File: src/rtl/systolic_pkg.sv
// Shared definitions for the systolic MAC array: default widths, range
// bounds per width and the saturating adder also used by the adder tree.
package systolic_pkg;

   localparam int DEF_DW = 16;
   localparam int DEF_AW = 40;
   localparam int DEF_OW = 16;
   localparam int MAX_AW = 64;

   // 64-bit carrier for a saturating sum; the value is sign/zero-extended
   // from the working width it was clamped to.
   typedef struct packed {
      logic [63:0] sum;
      logic        sat;
   } sat_res_t;

   // Largest two's-complement value of width w, as a 64-bit pattern.
   function automatic logic [63:0] smax(input int unsigned w);
      return (64'd1 << (w - 1)) - 64'd1;
   endfunction

   // Smallest two's-complement value of width w, sign-extended to 64 bits.
   function automatic logic [63:0] smin(input int unsigned w);
      return ~smax(w);
   endfunction

   // Largest unsigned value of width w.
   function automatic logic [63:0] umax(input int unsigned w);
      return (w >= 64) ? '1 : ((64'd1 << w) - 64'd1);
   endfunction

   localparam logic [63:0] OUT_SMAX = smax(DEF_OW);
   localparam logic [63:0] OUT_SMIN = smin(DEF_OW);
   localparam logic [63:0] OUT_UMAX = umax(DEF_OW);
   localparam logic [63:0] ACC_SMAX = smax(DEF_AW);
   localparam logic [63:0] ACC_SMIN = smin(DEF_AW);
   localparam logic [63:0] ACC_UMAX = umax(DEF_AW);
   localparam logic [63:0] UMIN     = 64'd0;

   // x + y clamped to the range of a w-bit signed (sgn=1) or unsigned
   // (sgn=0) number. Operands must already be extended from width w to
   // 64 bits; two guard bits keep the raw sum exact for w up to 64.
   function automatic sat_res_t sat_add(input logic [63:0] x,
                                        input logic [63:0] y,
                                        input int unsigned w,
                                        input logic        sgn);
      logic signed [65:0] xe, ye, s, hi, lo;
      sat_res_t           r;
      xe = sgn ? $signed({{2{x[63]}}, x}) : $signed({2'b00, x});
      ye = sgn ? $signed({{2{y[63]}}, y}) : $signed({2'b00, y});
      s  = xe + ye;
      hi = sgn ? $signed({2'b00, smax(w)}) : $signed({2'b00, umax(w)});
      lo = sgn ? $signed({2'b11, smin(w)}) : 66'sd0;
      if (s > hi) begin
         r.sum = hi[63:0];
         r.sat = 1'b1;
      end else if (s < lo) begin
         r.sum = lo[63:0];
         r.sat = 1'b1;
      end else begin
         r.sum = s[63:0];
         r.sat = 1'b0;
      end
      return r;
   endfunction

endpackage

File: src/rtl/dsp_round_sat.sv
// Output finaliser: rounds the accumulator half-up, shifts out SHIFT
// fractional bits and clamps to the OW-bit output range.
module dsp_round_sat
   import systolic_pkg::*;
#(
   parameter int AW     = DEF_AW,
   parameter int OW     = DEF_OW,
   parameter int SHIFT  = 0,
   parameter int SIGNED = 1
) (
   input  logic [AW-1:0] acc_in,
   output logic [OW-1:0] s_out,
   output logic          narrow_sat
);

   localparam bit          SGN  = (SIGNED != 0);
   // Half an output LSB; zero when SHIFT=0 so the rounding add is a no-op.
   localparam logic [63:0] RND  = (64'd1 << SHIFT) >> 1;
   localparam logic [63:0] OMAX = SGN ? smax(OW) : umax(OW);
   localparam logic [63:0] OMIN = SGN ? smin(OW) : 64'd0;

   typedef struct packed {
      logic [OW-1:0] val;
      logic          hit;
   } out_res_t;

   function automatic logic [63:0] widen(input logic [AW-1:0] v);
      return SGN ? 64'($signed(v)) : 64'(v);
   endfunction

   function automatic sat_res_t round_half_up(input logic [63:0] v);
      return sat_add(v, RND, AW, SGN);
   endfunction

   function automatic logic [63:0] rshift(input logic [63:0] v);
      return SGN ? 64'($signed(v) >>> SHIFT) : (v >> SHIFT);
   endfunction

   function automatic out_res_t clamp_out(input logic [63:0] v);
      out_res_t r;
      r.hit = 1'b1;
      if (SGN ? ($signed(v) > $signed(OMAX)) : (v > OMAX)) begin
         r.val = OMAX[OW-1:0];
      end else if (SGN && ($signed(v) < $signed(OMIN))) begin
         r.val = OMIN[OW-1:0];
      end else begin
         r.val = v[OW-1:0];
         r.hit = 1'b0;
      end
      return r;
   endfunction

   sat_res_t    rnd;
   logic [63:0] shifted;
   out_res_t    fin;

   // Round, shift and narrow; any clamp along the way flags narrow_sat.
   always_comb begin
      rnd     = round_half_up(widen(acc_in));
      shifted = rshift(rnd.sum);
      fin     = clamp_out(shifted);
   end

   assign s_out      = fin.val;
   assign narrow_sat = rnd.sat | fin.hit;

endmodule

File: src/rtl/dsp_mac_acc.sv
// Pipelined multiply-accumulate PE for the systolic array. Three register
// stages (operands, product, accumulator/output); groups are closed by
// in_last and the accumulator re-seeds on the same edge so dot-products
// stream back to back at one product per clock.
module dsp_mac_acc
   import systolic_pkg::*;
#(
   parameter int DW     = DEF_DW,
   parameter int AW     = DEF_AW,
   parameter int OW     = DEF_OW,
   parameter int SHIFT  = 0,
   parameter int SIGNED = 1
) (
   input  logic          clk,
   input  logic          rst_n,
   input  logic          clr,
   input  logic          in_vld,
   input  logic          in_last,
   input  logic [DW-1:0] a_value,
   input  logic [DW-1:0] b_value,
   output logic          out_vld,
   output logic [OW-1:0] s_out,
   output logic          sat,
   output logic          busy
);

   localparam int PW  = 2 * DW;
   localparam bit SGN = (SIGNED != 0);

   typedef struct packed {
      logic [AW-1:0] val;
      logic          hit;
   } acc_res_t;

   logic          vld_p1, last_p1;
   logic [DW-1:0] a_p1, b_p1;
   logic          vld_p2, last_p2;
   logic [PW-1:0] prod_p2;
   logic [AW-1:0] acc;
   logic          acc_sat;
   logic          grp_open;
   acc_res_t      acc_res;
   logic [OW-1:0] fin_val;
   logic          narrow_sat;

   // Full-width product; operands are extended before multiplying so the
   // result is exact for both signed and unsigned operation.
   function automatic logic [PW-1:0] mul(input logic [DW-1:0] x,
                                         input logic [DW-1:0] y);
      logic signed [PW-1:0] ps;
      logic        [PW-1:0] pu;
      ps = PW'($signed(x)) * PW'($signed(y));
      pu = PW'(x) * PW'(y);
      return SGN ? ps : pu;
   endfunction

   // Saturating accumulate of one product into the AW-bit accumulator.
   function automatic acc_res_t acc_add(input logic [AW-1:0] a,
                                        input logic [PW-1:0] p);
      sat_res_t r;
      acc_res_t o;
      r = sat_add(SGN ? 64'($signed(a)) : 64'(a),
                  SGN ? 64'($signed(p)) : 64'(p), AW, SGN);
      o.val = r.sum[AW-1:0];
      o.hit = r.sat;
      return o;
   endfunction

   assign acc_res = acc_add(acc, prod_p2);

   dsp_round_sat #(
      .AW     (AW),
      .OW     (OW),
      .SHIFT  (SHIFT),
      .SIGNED (SIGNED)
   ) u_round_sat (
      .acc_in     (acc_res.val),
      .s_out      (fin_val),
      .narrow_sat (narrow_sat)
   );

   // S1: capture operands and group tag for each valid input.
   always_ff @(posedge clk or negedge rst_n) begin
      if (!rst_n) begin
         vld_p1  <= 1'b0;
         last_p1 <= 1'b0;
         a_p1    <= '0;
         b_p1    <= '0;
      end else if (clr) begin
         vld_p1  <= 1'b0;
         last_p1 <= 1'b0;
      end else begin
         vld_p1 <= in_vld;
         if (in_vld) begin
            last_p1 <= in_last;
            a_p1    <= a_value;
            b_p1    <= b_value;
         end
      end
   end

   // S2: register the full-width product alongside its valid and tag.
   always_ff @(posedge clk or negedge rst_n) begin
      if (!rst_n) begin
         vld_p2  <= 1'b0;
         last_p2 <= 1'b0;
         prod_p2 <= '0;
      end else if (clr) begin
         vld_p2  <= 1'b0;
         last_p2 <= 1'b0;
      end else begin
         vld_p2 <= vld_p1;
         if (vld_p1) begin
            last_p2 <= last_p1;
            prod_p2 <= mul(a_p1, b_p1);
         end
      end
   end

   // S3: accumulate; a closing product re-seeds the accumulator to zero.
   always_ff @(posedge clk or negedge rst_n) begin
      if (!rst_n) begin
         acc      <= '0;
         acc_sat  <= 1'b0;
         grp_open <= 1'b0;
      end else if (clr) begin
         acc      <= '0;
         acc_sat  <= 1'b0;
         grp_open <= 1'b0;
      end else if (vld_p2) begin
         if (last_p2) begin
            acc      <= '0;
            acc_sat  <= 1'b0;
            grp_open <= 1'b0;
         end else begin
            acc      <= acc_res.val;
            acc_sat  <= acc_sat | acc_res.hit;
            grp_open <= 1'b1;
         end
      end
   end

   // S3: publish the finalised group result; s_out/sat hold between groups.
   always_ff @(posedge clk or negedge rst_n) begin
      if (!rst_n) begin
         out_vld <= 1'b0;
         s_out   <= '0;
         sat     <= 1'b0;
      end else if (clr) begin
         out_vld <= 1'b0;
      end else begin
         out_vld <= vld_p2 & last_p2;
         if (vld_p2 && last_p2) begin
            s_out <= fin_val;
            sat   <= acc_sat | acc_res.hit | narrow_sat;
         end
      end
   end

   assign busy = vld_p1 | vld_p2 | grp_open;

endmodule

File: config.mk
export PLATFORM = sky130hd
export DESIGN_NAME = dsp_mac_acc
export DESIGN_NICKNAME = d
export VERILOG_FILES = /design/src/rtl/systolic_pkg.sv /design/src/rtl/dsp_round_sat.sv /design/src/rtl/dsp_mac_acc.sv
export SDC_FILE = /design/constraint.sdc
export NUM_CORES = 1
export LEC_CHECK = 0
export CAP_MARGIN = 30
export CORE_UTILIZATION = 42
export CTS_BUF_LIST = sky130_fd_sc_hd__clkbuf_8
export CTS_CLUSTER_DIAMETER = 50
export CTS_CLUSTER_SIZE = 40
export DETAILED_ROUTE_END_ITERATION = 10
export REMOVE_ABC_BUFFERS = 1
export SETUP_SLACK_MARGIN = 0.2
export SYNTH_ARGS = -nofsm -noshare
export SYNTH_HDL_FRONTEND = slang
export SYNTH_SLANG_ARGS = --single-unit
export TNS_END_PERCENT = 50
File: constraint.sdc
create_clock -name clk -period 8.5 [get_ports clk]
set_clock_uncertainty 0.15 [all_clocks]
set_input_delay 1.7 -clock clk [delete_from_list [all_inputs] [get_ports clk]]
set_output_delay 1.7 -clock clk [all_outputs]
set_load 0.01 [all_outputs]
==> results.toml, run 1 <==
[place]
hpwl_um = 33600
gp_congestion = 0.904
place_ws_ns = 1.40
portBuffers = 55

[die]
die_h_um = 206
die_area_um2 = 42200
ioPinCount = 56
start_util_pct = 42.6
fp-row-count = 74
die-width_um = 206
core_area_um2 = 40800

[timing]
finalSetupViolCount = 0
grt_setup_unrepaired = "false"
relSlewSlack_pct = 34.1
fin_ws_ns = 1.47
tightest_slew_ns = 0.981
fin_tns_setup_ns = 0
final-hold-violation-count = 0
max_freq_mhz = 142
timing.hold.ws_ns = 0.328
slew_viol_final = 0
post-route-period-util_pct = 82.7
period_needed_ns = 7.03

[logic_synthesis]
seq_area_frac_synth_pct = 18.4
synth-edff-count = 0
ys.warnings.count = 0
ys_ff_latch = 128
synth_cell_type_count = 82
netlist_instances = 1873
syn_area_per_cell_um2 = 9.29
async_flop_share_pct = 100
synth.area.top_cells = "fa_1 30%, dfrtp_1 18%, ha_1 8.8%"
synth_area_um2 = 17400
yosysTopAreaCell = "fa_1"
synth_top_cell_area_share_pct = 30.3
ys.flop_type = "dfrtp_1"

[critical_path]
slowest_stage = "fa_1"
crit_required_ns = 8.75
crit_path_cell_trace = "nand2_1 -> fa_1 -> inv_1 -> fa_1 -> inv_1 -> fa_1 -> inv_1 -> fa_1 -> fa_1 -> fa_1 -> ha_1 -> nand3_1 -> nor2_1 -> a2111oi_0 -> o31a_1 -> o31ai_1 -> a211oi_1 -> o21bai_1 -> mux2i_1 -> nand2_1"
worstSetupStartpoint = "b_p1[1]"
cpPeakStageDelay_ns = 0.92
endpoint_kind = "register"
critPathKind = "register to register"
crit_buf_inv = 3
r2r-start = "b_p1[1]"
cp_top_family = "adder cells"
arrival_ns = 7.28
crit_fanout = 17
cpMostUsedCell = "fa_1"
worst_setup_path_start_kind = "register"

[hold_path]
worst_hold_startpoint = "grp_open"
min-delay-path-class = "register to register"

[clocking]
cts-buffers-inserted = 17
cts_sinks = 128
cts_htree_levels = 4
hold_buffers = 0
cts_tree = "built"
clock_latency_ns = 0.51
post_cts_buffers = 0
cts.repair.resized = 0
clk_pin_slew_ns = 0.09
clk_path_buf_depth = 2
cts-root-buf = "clkbuf_8"

[grt]
first_global_vias = 13700
antenna_found_initial = 0
grt_overflow = 0
grt_usage_pct = 21.8
grt_max_degree = 67
grt_pass1_wl_um = 72100

[final_layout]
n_antenna_cell = 0
syn_to_final_growth_pct = 8.49
drive_above_1_share_pct = 6.13
nets = 2301

[route]
post-route-drc-count = 0
drt-pass1-iter-count = 8
vias = 12900
finalWirelength_um = 42400
drtAntennaViolNets = 0
vias_per_cell = 5.32
drtIter0Drc = 728
wire_per_inst_um = 17.5

[flow_run]
max-cap-violations = 0

[status]
status = "finished clean"
-- flip-flops by register name, summed over array words and instances (netlist names) --
| name | count |
|---|---|
| last_p2 | 1 |
| acc_sat | 1 |
| last_p1 | 1 |
| b_p1 | 16 |
| s_out | 16 |
| prod_p2 | 32 |
| vld_p1 | 1 |
| out_vld | 1 |
| a_p1 | 16 |
| vld_p2 | 1 |
| sat | 1 |
| acc | 40 |
| grp_open | 1 |
-- worst paths after layout --
kind	endpoint	slack [ns]	cells after the start
setup / recovery	prod_p2[30]	1.47	20
hold / removal	grp_open	0.33	2
setup reg to reg	prod_p2[30]	1.47	20
hold reg to reg	grp_open	0.33	2
max in group asynchronous	acc[12]	5.85	2
min in group asynchronous	prod_p2[30]	1.05	1
-- logic make-up (layout without fill, tap and decap cells) --
| group | count (synthesis) | after routing | synth area share (%) |
|---|---|---|---|
| multiplexers | 37 | 37 | 2.36 |
| AO/OA/AOI/OAI | 361 | 361 | 13.9 |
| flip-flops | 128 | 128 | 18.4 |
| adder cells (fa/ha/maj) | 386 | 386 | 39.1 |
| XOR/XNOR | 63 | 63 | 3.17 |
| AND/OR/NAND/NOR | 544 | 544 | 15.3 |
| buffers and inverters | 354 | 372 | 7.73 |
-- metrics by stage --
step | cell area, µm² | instances | util (%)
global placement | 18400 | 2391 | 45.0
finish | 18900 | 2423 | 46.2
CTS | 18800 | 2422 | 46.1
global route | 18900 | 2423 | 46.2
floorplan | 17100 | 1798 | -
detailed placement | 18400 | 2391 | 45.0
-- Yosys cell counts (4+ instances only) --
cell type  instances
o21ai_0          102
o21a_1             9
mux2_2            32
o211ai_1           6
a21o_1            35
fa_1             263
mux2i_1            5
nor2_1            67
a211oi_1          13
o21bai_1           7
nor3_1            14
o21ai_2            8
buf_2              6
o31ai_1            7
inv_1            277
o21ai_1            5
a21oi_2           12
nand2_1          244
ha_1             122
or3_1              8
dfrtp_1          128
a31o_2             4
nor4_1             6
and2_1           110
a31oi_1           10
a21oi_1           70
a21boi_0           6
a22o_1            31
a221oi_1           4
clkbuf_1          65
nand2b_1          25
nand4_1           14
xnor2_1           37
and3_1            10
nand3_1           13
nor2b_1            9
xor2_1            26
-- per-layer routing --
layer,GRT usage [%],up-vias,part of all wire (%)
met1,30.0,6433,48
met5,0,-,0
met2,35.1,308,46
met3,3.96,49,5.0
met4,6.27,0,1.7
li1,-,6107,-
-- worst min-delay path, stage by stage (launching register included) --
cell and delay, ns:
dfrtp_1 0.35, nand2_1 0.05, nand2_1 0.05
-- layout make-up --
| cell class | instances | area (µm²) |
|---|---|---|
| fill | 3947 | 22000 |
| multi-input combinational | 1391 | 12900 |
| sequential | 128 | 3200 |
| inverter | 279 | 1050 |
| tap | 532 | 666 |
| timing repair buffer | 62 | 624 |
| clock buffer | 19 | 262 |
| clock inverter | 12 | 205 |
-- cells in the final DEF, fill, tap and decap left out, types with 5 or more instances in the layout --
master | synthesis | final
a211oi_1 | 13 | 13
a21boi_0 | 6 | 6
a21o_1 | 35 | 35
a21oi_1 | 70 | 70
a21oi_2 | 12 | 12
a22o_1 | 31 | 31
a31oi_1 | 10 | 10
and2_1 | 110 | 110
and3_1 | 10 | 10
buf_4 | 0 | 6
bufinv_16 | 0 | 5
clkbuf_8 | 0 | 19
clkdlybuf4s50_1 | 0 | 54
dfrtp_1 | 128 | 128
fa_1 | 263 | 263
ha_1 | 122 | 122
inv_1 | 277 | 278
mux2_2 | 32 | 32
mux2i_1 | 5 | 5
nand2_1 | 244 | 244
nand2b_1 | 25 | 24
nand3_1 | 13 | 13
nand4_1 | 14 | 14
nor2_1 | 67 | 66
nor2b_1 | 9 | 8
nor3_1 | 14 | 14
nor4_1 | 6 | 6
o211ai_1 | 6 | 6
o21a_1 | 9 | 9
o21ai_0 | 102 | 102
o21ai_1 | 5 | 5
o21ai_2 | 8 | 8
o21bai_1 | 7 | 7
o31ai_1 | 7 | 7
or3_1 | 8 | 8
xnor2_1 | 37 | 37
xor2_1 | 26 | 26
Power of run 1 is left out: the tool's default activity adds up to more than one toggle a clock period on the data nets, which glitch-free logic cannot reach.
==> inputs of run 2 (changes only) <==
==> constraint.sdc (replaced) <==
create_clock -name clk -period 5.8 [get_ports clk]
set_clock_uncertainty 0.15 [all_clocks]
set_input_delay 1.16 -clock clk [delete_from_list [all_inputs] [get_ports clk]]
set_output_delay 1.16 -clock clk [all_outputs]
set_load 0.01 [all_outputs]
==> run 2 against run 1 <==
  * The run now ends with setup timing left
  * Final area is 9.0% higher
  * Worst setup slack worse by 1.7 ns
  * Routed wire length is 3.6% higher
  * Maximum frequency is 16% higher
  * Die area stayed put
  * Critical path type unchanged
  * Critical endpoint unchanged
==> results.toml, run 2 (synthesis gave the netlist of run 1 again) <==
[clocking]
clk_pin_slew_ns = 0.08
clk_path_buf_depth = 2
cts-root-buf = "clkbuf_8"
clock_latency_ns = 0.50
cts_htree_levels = 4
hold_buffers = 0
cts_tree = "built"
cts_sinks = 128
cts-buffers-inserted = 17

[critical_path]
crit_path_cell_trace = "clkbuf_2 -> and2_1 -> fa_2 -> fa_1 -> inv_2 -> fa_1 -> inv_2 -> fa_1 -> inv_2 -> fa_1 -> inv_2 -> fa_1 -> ha_4 -> nand3_4 -> o22ai_1 -> nor2_1 -> o21a_1 -> o31a_1 -> o31ai_4 -> a211oi_2 -> o21bai_1 -> mux2i_1 -> nand2_1"
r2r-start = "a_p1[3]"
crit_fanout = 4
cpPeakStageDelay_ns = 0.55
cpMostUsedCell = "fa_1"
cp_top_family = "adder cells"
crit_buf_inv = 5
reg2regPathDepth = 23
cp_num_cells = 23
endpoint_kind = "register"
r2r_slack_ns = -0.24
r2r-end = "prod_p2[30]"
arrival_ns = 6.27
crit_path_end = "prod_p2[30]"
critPathKind = "register to register"
worst_setup_path_start_kind = "register"
crit_required_ns = 6.02
worstSetupStartpoint = "a_p1[3]"
slowest_stage = "fa_1"

[status]
violations = "setup timing"
status = "finished, violations left"

[timing]
finalSetupViolCount = 8
relSlewSlack_pct = 35.6
fin_ws_ns = -0.245
max_freq_mhz = 165
final-hold-violation-count = 0
timing.hold.ws_ns = 0.323
post-route-period-util_pct = 104
period_needed_ns = 6.04
slew_viol_final = 0
tightest_slew_ns = 0.959
grt_setup_unrepaired = "true"

[final_layout]
multiInputGateArea_um2 = 13300
largest_register = "acc"
nets = 2466
largest_register_ffs = 40
n_fill_cell = 3811
drive_above_1_share_pct = 18.3
fin_cells = 2589
final_util_pct = 50.4
layout_commonest_cell = "inv_1"
n_antenna_cell = 0
largestRegisters = "acc x40, prod_p2 x32"
layout_common_cells = "270 x inv_1, 257 x fa_1, 237 x nand2_1"
regArea_um2 = 3230
syn_to_final_growth_pct = 18.3

[grt]
antenna_found_initial = 0
grt_overflow = 0
first_global_vias = 14600
grt_pass1_wl_um = 74300
grt_usage_pct = 22.4
grt_max_degree = 90

[place]
dpl.cell_count = 2526
place_ws_ns = -0.631
hpwl_um = 35600
gp_congestion = 0.911
portBuffers = 55

[route]
wire_per_inst_um = 17.0
drtIter0Drc = 565
finalWirelength_um = 44000
post-route-drc-count = 0
drtAntennaViolNets = 0
drt-pass1-iter-count = 5
vias_per_cell = 5.18
vias = 13400

[die]
core_area_um2 = 40800
ioPinCount = 56
fp-row-count = 74
die_h_um = 206
die_area_um2 = 42200
start_util_pct = 42.6
die-width_um = 206

[flow_run]
max-cap-violations = 0

[hold_path]
min-delay-path-class = "register to register"
==> run 2: cell count changes in the layout (fill, tap and decap cells not counted), moves of 10 or more <==
cell / change
dfrtp_2: +21
o21ai_0: -12
ha_1: -17
a21oi_2: +10
ha_4: +16
a21oi_1: -11
dfrtp_1: -21
buf_6: +15
buf_4: +148
==> run 2: worst min-delay path by stage <==
| stage | depth (start not counted) | slack, ns | from | endpoint |
|---|---|---|---|---|
| finish | 2 | 0.32 | grp_open | grp_open |
| global route | 2 | 0.37 | prod_p2[20] | prod_p2[20] |
| CTS | 2 | 0.33 | grp_open | grp_open |
| detailed placement | 2 | 0.31 | grp_open | grp_open |
| global placement | 2 | 0.31 | grp_open | grp_open |
| floorplan | 2 | 0.29 | grp_open | grp_open |
==> run 2: layout make-up <==
cell class | instances | share of cell area [%]
Multi-Input combinational cell | 1391 | 64.8
Sequential cell | 128 | 15.7
Timing Repair Buffer | 227 | 9.32
Inverter | 279 | 5.09
Tap cell | 532 | 3.24
Clock buffer | 19 | 1.27
Clock inverter | 13 | 0.632
==> run 2: timing repair <==
action,4_1_cts,5_1_grt
gates resized for setup,97,35
endpoints found under the hold margin,0,0
setup buffers,19,11
endpoints found under the setup margin,18,18
pin swaps,85,28
==> run 2: worst reg2reg max path, cell delays in order (launching register included) <==
cell and delay (ns):
dfrtp_2 0.41, clkbuf_2 0.15, and2_1 0.19, fa_2 0.35, fa_1 0.55, inv_2 0.04
fa_1 0.49, inv_2 0.04, fa_1 0.54, inv_2 0.04, fa_1 0.54, inv_2 0.04
fa_1 0.48, ha_4 0.32, nand3_4 0.07, o22ai_1 0.17, nor2_1 0.07, o21a_1 0.15
o31a_1 0.31, o31ai_4 0.28, a211oi_2 0.11, o21bai_1 0.17, mux2i_1 0.20, nand2_1 0.07
==> run 2: through the flow <==
step / TNS [ns] / instance area, µm²
global placement: -3.76 / 19400
floorplan: -2.39 / 17100
global route: -4.22 / 20600
CTS: -0.868 / 20300
detailed placement: -4.30 / 19400
finish: -1.06 / 20600
==> run 2: metal layers <==
layer / wire (µm) / GRT usage [%]
met1: 20800 / 30.0
met2: 20900 / 37.6
met3: 1430 / 3.41
met4: 833 / 6.27
met5: 0 / 0
Power of run 2 is left out for the same reason.
